`config.mk`:
```
export PLATFORM = sky130hd
export DESIGN_NAME = qar_gpio_bank
export DESIGN_NICKNAME = d
export VERILOG_FILES = /design/src/rtl/qar_gpio_pkg.sv /design/src/rtl/qar_gpio_pin_filter.sv /design/src/rtl/qar_gpio_bank.sv
export SDC_FILE = /design/constraint.sdc
export NUM_CORES = 2
export LEC_CHECK = 0
export CAP_MARGIN = 20
export CORE_MARGIN = 2
export CORE_UTILIZATION = 45
export DETAILED_ROUTE_END_ITERATION = 8
export SLEW_MARGIN = 5
export SYNTH_ARGS = -nofsm -noshare
export SYNTH_HDL_FRONTEND = slang
export SYNTH_SLANG_ARGS = --single-unit
export TNS_END_PERCENT = 50
```
`constraint.sdc`:
```
create_clock -name clk -period 8.2 [get_ports clk]
set_input_delay 1.23 -clock clk [delete_from_list [all_inputs] [get_ports clk]]
set_output_delay 1.23 -clock clk [all_outputs]
set_load 0.03 [all_outputs]
```
`src/rtl/qar_gpio_pkg.sv`:
```
// qar_gpio_pkg: shared constants for the qar GPIO bank.
//   - word offsets of the 16 mapped registers
//   - reset values for IRQ_RISE, IRQ_POL and DB_CYCLES
package qar_gpio_pkg;

  localparam logic [4:0] OFF_DIR        = 5'd0;
  localparam logic [4:0] OFF_OUT        = 5'd1;
  localparam logic [4:0] OFF_IN         = 5'd2;
  localparam logic [4:0] OFF_OUT_SET    = 5'd3;
  localparam logic [4:0] OFF_OUT_CLR    = 5'd4;
  localparam logic [4:0] OFF_OUT_TGL    = 5'd5;
  localparam logic [4:0] OFF_IRQ_EN     = 5'd6;
  localparam logic [4:0] OFF_IRQ_STATUS = 5'd7;
  localparam logic [4:0] OFF_IRQ_RISE   = 5'd8;
  localparam logic [4:0] OFF_IRQ_FALL   = 5'd9;
  localparam logic [4:0] OFF_IRQ_LVL    = 5'd10;
  localparam logic [4:0] OFF_IRQ_POL    = 5'd11;
  localparam logic [4:0] OFF_DB_EN      = 5'd12;
  localparam logic [4:0] OFF_DB_CYCLES  = 5'd13;
  localparam logic [4:0] OFF_ALT_SEL    = 5'd14;
  localparam logic [4:0] OFF_RAW_IN     = 5'd15;

  localparam logic [31:0] IRQ_RISE_RST = 32'hFFFF_FFFF;
  localparam logic [31:0] IRQ_POL_RST  = 32'hFFFF_FFFF;

  // DB_CYCLES reset: 32, or the largest value the counter width can hold.
  function automatic int db_cycles_rst(input int db_w);
    if (db_w >= 6) return 32;
    return (1 << db_w) - 1;
  endfunction

endpackage

```
`src/rtl/qar_gpio_pin_filter.sv`:
```
// qar_gpio_pin_filter: one pin's input path.
//   pin_in  : asynchronous pad input
//   dir     : 1 = pin is an output; filt then follows out_val
//   out_val : the pin's driven output value (loopback source)
//   db_en   : enable debounce
//   thr     : debounce threshold T (caller guarantees T >= 1)
//   sync    : synchroniser output (RAW_IN bit)
//   filt    : filtered value; filt_d is filt one cycle earlier
module qar_gpio_pin_filter #(
  parameter int SYNC_STAGES = 2,
  parameter int DB_W        = 16
) (
  input  logic            clk,
  input  logic            rst_n,
  input  logic            pin_in,
  input  logic            dir,
  input  logic            out_val,
  input  logic            db_en,
  input  logic [DB_W-1:0] thr,
  output logic            sync,
  output logic            filt,
  output logic            filt_d
);

  localparam logic [DB_W-1:0] ONE = DB_W'(1);

  logic [SYNC_STAGES-1:0] sync_q;
  logic [DB_W-1:0]        cnt;

  assign sync = sync_q[SYNC_STAGES-1];

  // cnt holds the number of consecutive differing samples already seen,
  // so a differing sample with cnt >= T-1 is the T-th one and is accepted.
  // cnt stays below T, so it can never wrap.
  always_ff @(posedge clk or negedge rst_n) begin
    if (!rst_n) begin
      sync_q <= '0;
      cnt    <= '0;
      filt   <= 1'b0;
      filt_d <= 1'b0;
    end else begin
      sync_q <= {sync_q[SYNC_STAGES-2:0], pin_in};
      filt_d <= filt;
      if (dir) begin
        filt <= out_val;
        cnt  <= '0;
      end else if (!db_en || (sync == filt)) begin
        filt <= sync;
        cnt  <= '0;
      end else if (cnt >= (thr - ONE)) begin
        filt <= sync;
        cnt  <= '0;
      end else begin
        cnt  <= cnt + ONE;
      end
    end
  end

endmodule

```
`src/rtl/qar_gpio_bank.sv`:
```
// qar_gpio_bank: parametrised GPIO bank on the word-addressed peripheral bus.
//   clk, rst_n          : clock, asynchronous active-low reset
//   write_en, addr_word : single-cycle register write strobe and word offset
//   wdata               : write data
//   read_en, rdata      : combinational read; rdata = 0 unless read_en and mapped
//   gpio_in             : asynchronous pad inputs
//   alt_in              : alternate-function drive values (pins 0..NUM_ALT-1)
//   gpio_out, gpio_dir  : pad output value and direction (1 = output)
//   irq                 : OR of enabled interrupt status bits
module qar_gpio_bank
  import qar_gpio_pkg::*;
#(
  parameter int WIDTH       = 32,
  parameter int NUM_ALT     = 2,
  parameter int SYNC_STAGES = 2,
  parameter int DB_W        = 16
) (
  input  logic               clk,
  input  logic               rst_n,
  input  logic               write_en,
  input  logic               read_en,
  input  logic [4:0]         addr_word,
  input  logic [31:0]        wdata,
  output logic [31:0]        rdata,
  input  logic [WIDTH-1:0]   gpio_in,
  input  logic [NUM_ALT-1:0] alt_in,
  output logic [WIDTH-1:0]   gpio_out,
  output logic [WIDTH-1:0]   gpio_dir,
  output logic               irq
);

  localparam int              DB_RST_I = db_cycles_rst(DB_W);
  localparam logic [DB_W-1:0] ONE      = DB_W'(1);

  logic [WIDTH-1:0]   dir_r, dir_d, out_r;
  logic [WIDTH-1:0]   irq_en, irq_stat, irq_rise, irq_fall, irq_lvl, irq_pol;
  logic [WIDTH-1:0]   db_en;
  logic [DB_W-1:0]    db_cyc, thr;
  logic [NUM_ALT-1:0] alt_sel;

  logic [WIDTH-1:0]   sync, filt, filt_d;
  logic [WIDTH-1:0]   wd, w1c, edge_ev, lvl_ev, events;

  assign wd  = wdata[WIDTH-1:0];
  assign w1c = (write_en && addr_word == OFF_IRQ_STATUS) ? wd : '0;
  assign thr = (db_cyc == '0) ? ONE : db_cyc;

  // Per-pin output mux and input filter.
  for (genvar i = 0; i < WIDTH; i++) begin : g_pin
    if (i < NUM_ALT) begin : g_alt
      assign gpio_out[i] = alt_sel[i] ? alt_in[i] : out_r[i];
    end else begin : g_plain
      assign gpio_out[i] = out_r[i];
    end

    qar_gpio_pin_filter #(
      .SYNC_STAGES (SYNC_STAGES),
      .DB_W        (DB_W)
    ) u_filt (
      .clk     (clk),
      .rst_n   (rst_n),
      .pin_in  (gpio_in[i]),
      .dir     (dir_r[i]),
      .out_val (gpio_out[i]),
      .db_en   (db_en[i]),
      .thr     (thr),
      .sync    (sync[i]),
      .filt    (filt[i]),
      .filt_d  (filt_d[i])
    );
  end

  // Edges need DIR=0 now and last cycle so the loopback value switching
  // in or out of filt does not look like a pad edge.
  assign edge_ev = ((filt & ~filt_d & irq_rise) | (~filt & filt_d & irq_fall))
                   & ~dir_r & ~dir_d;
  assign lvl_ev  = ~(filt ^ irq_pol) & ~dir_r;
  assign events  = (irq_lvl & lvl_ev) | (~irq_lvl & edge_ev);

  assign irq      = |(irq_en & irq_stat);
  assign gpio_dir = dir_r;

  always_ff @(posedge clk or negedge rst_n) begin
    if (!rst_n) begin
      dir_r    <= '0;
      dir_d    <= '0;
      out_r    <= '0;
      irq_en   <= '0;
      irq_stat <= '0;
      irq_rise <= WIDTH'(IRQ_RISE_RST);
      irq_fall <= '0;
      irq_lvl  <= '0;
      irq_pol  <= WIDTH'(IRQ_POL_RST);
      db_en    <= '0;
      db_cyc   <= DB_W'(DB_RST_I);
      alt_sel  <= '0;
    end else begin
      dir_d    <= dir_r;
      // Events win over a same-cycle W1C of the same bit.
      irq_stat <= (irq_stat & ~w1c) | events;
      if (write_en) begin
        case (addr_word)
          OFF_DIR:       dir_r    <= wd;
          OFF_OUT:       out_r    <= wd;
          OFF_OUT_SET:   out_r    <= out_r | wd;
          OFF_OUT_CLR:   out_r    <= out_r & ~wd;
          OFF_OUT_TGL:   out_r    <= out_r ^ wd;
          OFF_IRQ_EN:    irq_en   <= wd;
          OFF_IRQ_RISE:  irq_rise <= wd;
          OFF_IRQ_FALL:  irq_fall <= wd;
          OFF_IRQ_LVL:   irq_lvl  <= wd;
          OFF_IRQ_POL:   irq_pol  <= wd;
          OFF_DB_EN:     db_en    <= wd;
          OFF_DB_CYCLES: db_cyc   <= wdata[DB_W-1:0];
          OFF_ALT_SEL:   alt_sel  <= wdata[NUM_ALT-1:0];
          default: ;
        endcase
      end
    end
  end

  // Read mux. IN shows the driven value for output pins.
  always_comb begin
    rdata = '0;
    if (read_en) begin
      case (addr_word)
        OFF_DIR:        rdata[WIDTH-1:0]   = dir_r;
        OFF_OUT:        rdata[WIDTH-1:0]   = out_r;
        OFF_IN:         rdata[WIDTH-1:0]   = (dir_r & gpio_out) | (~dir_r & filt);
        OFF_IRQ_EN:     rdata[WIDTH-1:0]   = irq_en;
        OFF_IRQ_STATUS: rdata[WIDTH-1:0]   = irq_stat;
        OFF_IRQ_RISE:   rdata[WIDTH-1:0]   = irq_rise;
        OFF_IRQ_FALL:   rdata[WIDTH-1:0]   = irq_fall;
        OFF_IRQ_LVL:    rdata[WIDTH-1:0]   = irq_lvl;
        OFF_IRQ_POL:    rdata[WIDTH-1:0]   = irq_pol;
        OFF_DB_EN:      rdata[WIDTH-1:0]   = db_en;
        OFF_DB_CYCLES:  rdata[DB_W-1:0]    = db_cyc;
        OFF_ALT_SEL:    rdata[NUM_ALT-1:0] = alt_sel;
        OFF_RAW_IN:     rdata[WIDTH-1:0]   = sync;
        default: ;
      endcase
    end
  end

endmodule

```
==> summary.md <==
| Metric | Value |
|---|---|
| Post-synthesis net count | `6,425` |
| Switching Share | `34.2%` |
| Synth cell types | `70` |
| Most common cell after layout, fill and taps aside | `dfrtp_1` |
| Chain of cells forming the critical path | `clkdlybuf4s50_1 > nor2b_1 > nor3b_2 > buf_4 > a22o_1 > a221oi_1 > and3_1 > a31oi_1 > clkdlybuf4s50_1` |
| Register area share after synthesis | `44.0%` |
| Syn. warnings | `0` |
| Tcrit/Tclk final | `80.4%` |
| Starting density of the core | `45.2%` |
| Core box area | `0.123 mm2` |
| GRT Util Overall | `25.8%` |
| Via count | `43,000` |
| Drt first pass iters | `7` |
| Num rows | `129` |
| Mapped Cells | `5,773` |
| Die Height | `356 um` |
| Slew headroom | `21.4%` |
| Hold Path Sink | `g_pin[4].u_filt.sync_q[1]$_DFF_PN0_` |
| EDFF count, synth | `0` |
| Largest net degree at the start of global routing | `159` |
| Top_reg_cell synth | `dfrtp_1` |
| IR drop worst, VDD | `0.199 mV` |
| Clock Skew | `0.0322 ns` |
| Layout cell share with drive strength beyond 1 | `7.08%` |
| CP dominant cell by count | `clkdlybuf4s50_1` |
| Max reg flops | `512` |
| Avg WL per Cell | `21.5 um` |
| Unrepaired setup endpoints after global routing | `no` |
| Fmax achieved | `0.152 GHz` |
| Latest clock arrival within the worst-skew pair | `0.72 ns` |
| Reg-to-Reg Start | `db_cyc[8]$_DFFE_PN0P_` |
| CTS buffer count | `111` |
| Power Total | `14.6 mW` |
| Mean Syn Cell Area | `9.67 um2` |
| Root Buffer | `clkbuf_16` |
| Power Density | `231 mW/mm2` |
| Flop2flop setup slack | `2.66 ns` |
| Internal Power | `9.58 mW` |
| Slowest CP cell | `nor3b_2` |
| H-Tree Depth | `3` |
| Top flop regs | `g_pin.u_filt.cnt (512), g_pin.u_filt.sync_q (64)` |
| Final Hold Fails | `0` |
| Vias in the first global route | `42,200` |
| Yosys reg bits | `978` |
| Final setup viols | `0` |
| R2R cell count | `13` |
| Post-CTS Setup Bufs | `0` |
| Sink Count | `978` |
| Initial antenna violation count | `20` |
| Remaining antenna violation count | `0` |
| MaxCap Viol Count | `0` |
| Clock transition at path regs | `0.06 ns` |
| Clock network fraction of design power | `35.5%` |
| DRT iter0 DRCs | `3,522` |
| Port buffer count | `171` |
| Dpl cells | `7,383` |
| WL final | `163,000 um` |
| Area Overhead vs Synth | `12.7%` |
| CP endpoint kind | `primary output` |
| DR DRC count | `0` |
| Leak | `28.3 nW` |
| Worst Path Max Fanout | `13` |
| Arrival time at the worst endpoint | `5.36 ns` |
| Commonest cells after routing, fill and taps aside | `dfrtp_1, nor2_1, nand2_1` |
| WP buf/inv | `3` |
| Hold path cells | `0` |
| First-pass GRT wire length | `253,000 um` |
| Die width | `356 um` |
| Io pins | `172` |
| Final non-filler cell total | `7,598` |
| Longest Clk Path Bufs | `3` |
| Switching pwr | `4.98 mW` |
| Outcome | `finished, final reports clean` |
| Gate power share | `23.6%` |
| Async set-reset flop share out of synthesis | `100%` |
| Critical path startpoint category | `input port` |
| Setup TNS | `0 ns` |
| Layout net count | `6,514` |
| Worst hold path type | `flip-flop to flip-flop` |
| Die area | `0.127 mm2` |
| Data required time of the worst path | `6.97 ns` |
| FF-to-FF End | `g_pin[30].u_filt.filt$_DFFE_PN0P_` |
| Min cycle time layout | `6.59 ns` |
| Overflow after GRT | `0` |
| Post-detailed-route via-to-cell ratio | `5.66` |
| Crit Path Class | `input port to primary output` |
| Hold buffer count at CTS | `0` |
| Crit path depth | `9` |
| Placer Congestion | `0.907` |
| Mapped Area | `0.0558 mm2` |
| Biggest register | `g_pin.u_filt.cnt` |
| Crit-path leading delay family | `buffers and inverters` |
| Crit path largest cell delay | `0.95 ns` |
| Hold_sp | `g_pin[4].u_filt.sync_q[0]$_DFF_PN0_` |
| Least-Margin Pin Slew | `1.18 ns` |
| CTS tree | `built` |
| HPWL Detailed | `110,000 um` |
| Sequential power share | `40.9%` |
| Final hold slack | `0.338 ns` |
| Cts repair resizes | `0` |
| Slew Viols, Final | `0` |
| Number of fill cells | `11,300` |
[power groups by stage]
stage                     Clock (mW)  Combinational [mW]  Sequential, mW
after global placement             0                3.31            6.02
after floorplan                    0                2.24            5.70
after CTS                       5.26                3.45            5.94
after global routing            5.46                3.84            6.01
after detailed placement           0                3.43            6.03
final                           5.17                3.43            5.95
[worst register-to-register path, stage by stage (launching register included)]
cell,delay [ns]
dfrtp_1,0.48
or4_4,0.59
nor4b_4,0.51
a21oi_1,0.20
mux2i_4,0.76
buf_4,0.67
ha_1,0.41
a211oi_1,0.24
nand2_1,0.08
a31oi_1,0.22
nor2_1,0.07
o21ai_0,0.16
nand3_1,0.54
mux2_2,0.49
[final cells by class]
class | instances | area [um2] | share of cell area (%)
clock buffer | 166 | 3330 | 5.29
antenna | 3 | 7.51 | 0.0119
timing repair buffer | 238 | 2350 | 3.73
clock inverter | 43 | 473 | 0.752
inverter | 166 | 623 | 0.991
tap | 1637 | 2050 | 3.26
multi-input combinational | 4367 | 29500 | 46.9
sequential | 978 | 24600 | 39.0
[synthesized netlist by cell type (87+ instances only)]
cell / count / area (um2)
a211oi_1: 99 / 743
a21o_1: 122 / 916
a21oi_1: 152 / 761
a22oi_1: 89 / 668
and3_1: 138 / 863
buf_4: 87 / 653
clkbuf_1: 135 / 507
dfrtp_1: 913 / 22800
ha_1: 577 / 7220
inv_1: 164 / 616
nand2_1: 631 / 2370
nand3_1: 323 / 1620
nor2_1: 734 / 2760
o21ai_0: 416 / 2080
xnor2_1: 197 / 1730
xor2_1: 315 / 2760
[how the worst max path moves through the flow]
stage / startpoint / to / slack [ns]
3_5_place_dp: addr_word[2] / rdata[0] / 1.70
6_report: addr_word[2] / rdata[0] / 1.61
4_1_cts: addr_word[2] / rdata[0] / 1.69
2_1_floorplan: db_cyc[7]$_DFFE_PN0P_ / g_pin[17].u_filt.filt$_DFFE_PN0P_ / 1.92
3_3_place_gp: addr_word[2] / rdata[0] / 1.74
5_1_grt: addr_word[2] / rdata[0] / 1.58
[through the flow]
stage,utilization [%],cell area (um2),setup slack [ns]
2_1_floorplan,-,55800,1.92
3_3_place_gp,47.8,59000,1.74
3_5_place_dp,47.9,59000,1.70
4_1_cts,50.9,62800,1.69
5_1_grt,51.0,62900,1.58
6_report,51.0,62900,1.61
[logic make-up after synthesis]
kind of cell	Yosys count	share of synthesized area (%)
XOR/XNOR	512	8.04
multiplexers	102	1.96
AND/OR/NAND/NOR	1974	15.4
flip-flops	978	44.0
AO/OA/AOI/OAI	1174	13.6
adder cells (fa/ha/maj)	605	13.5
buffers and inverters	428	3.57
[routing by layer]
metal	up-vias	global-route usage [%]	share of wire, %
met2	1194	40.3	44
met3	319	5.44	7.2
met4	28	8.76	3.6
met1	21000	35.6	45
met5	-	0	0.11
li1	20400	-	-
No activity file was read; power rests on OpenSTA's default activity.
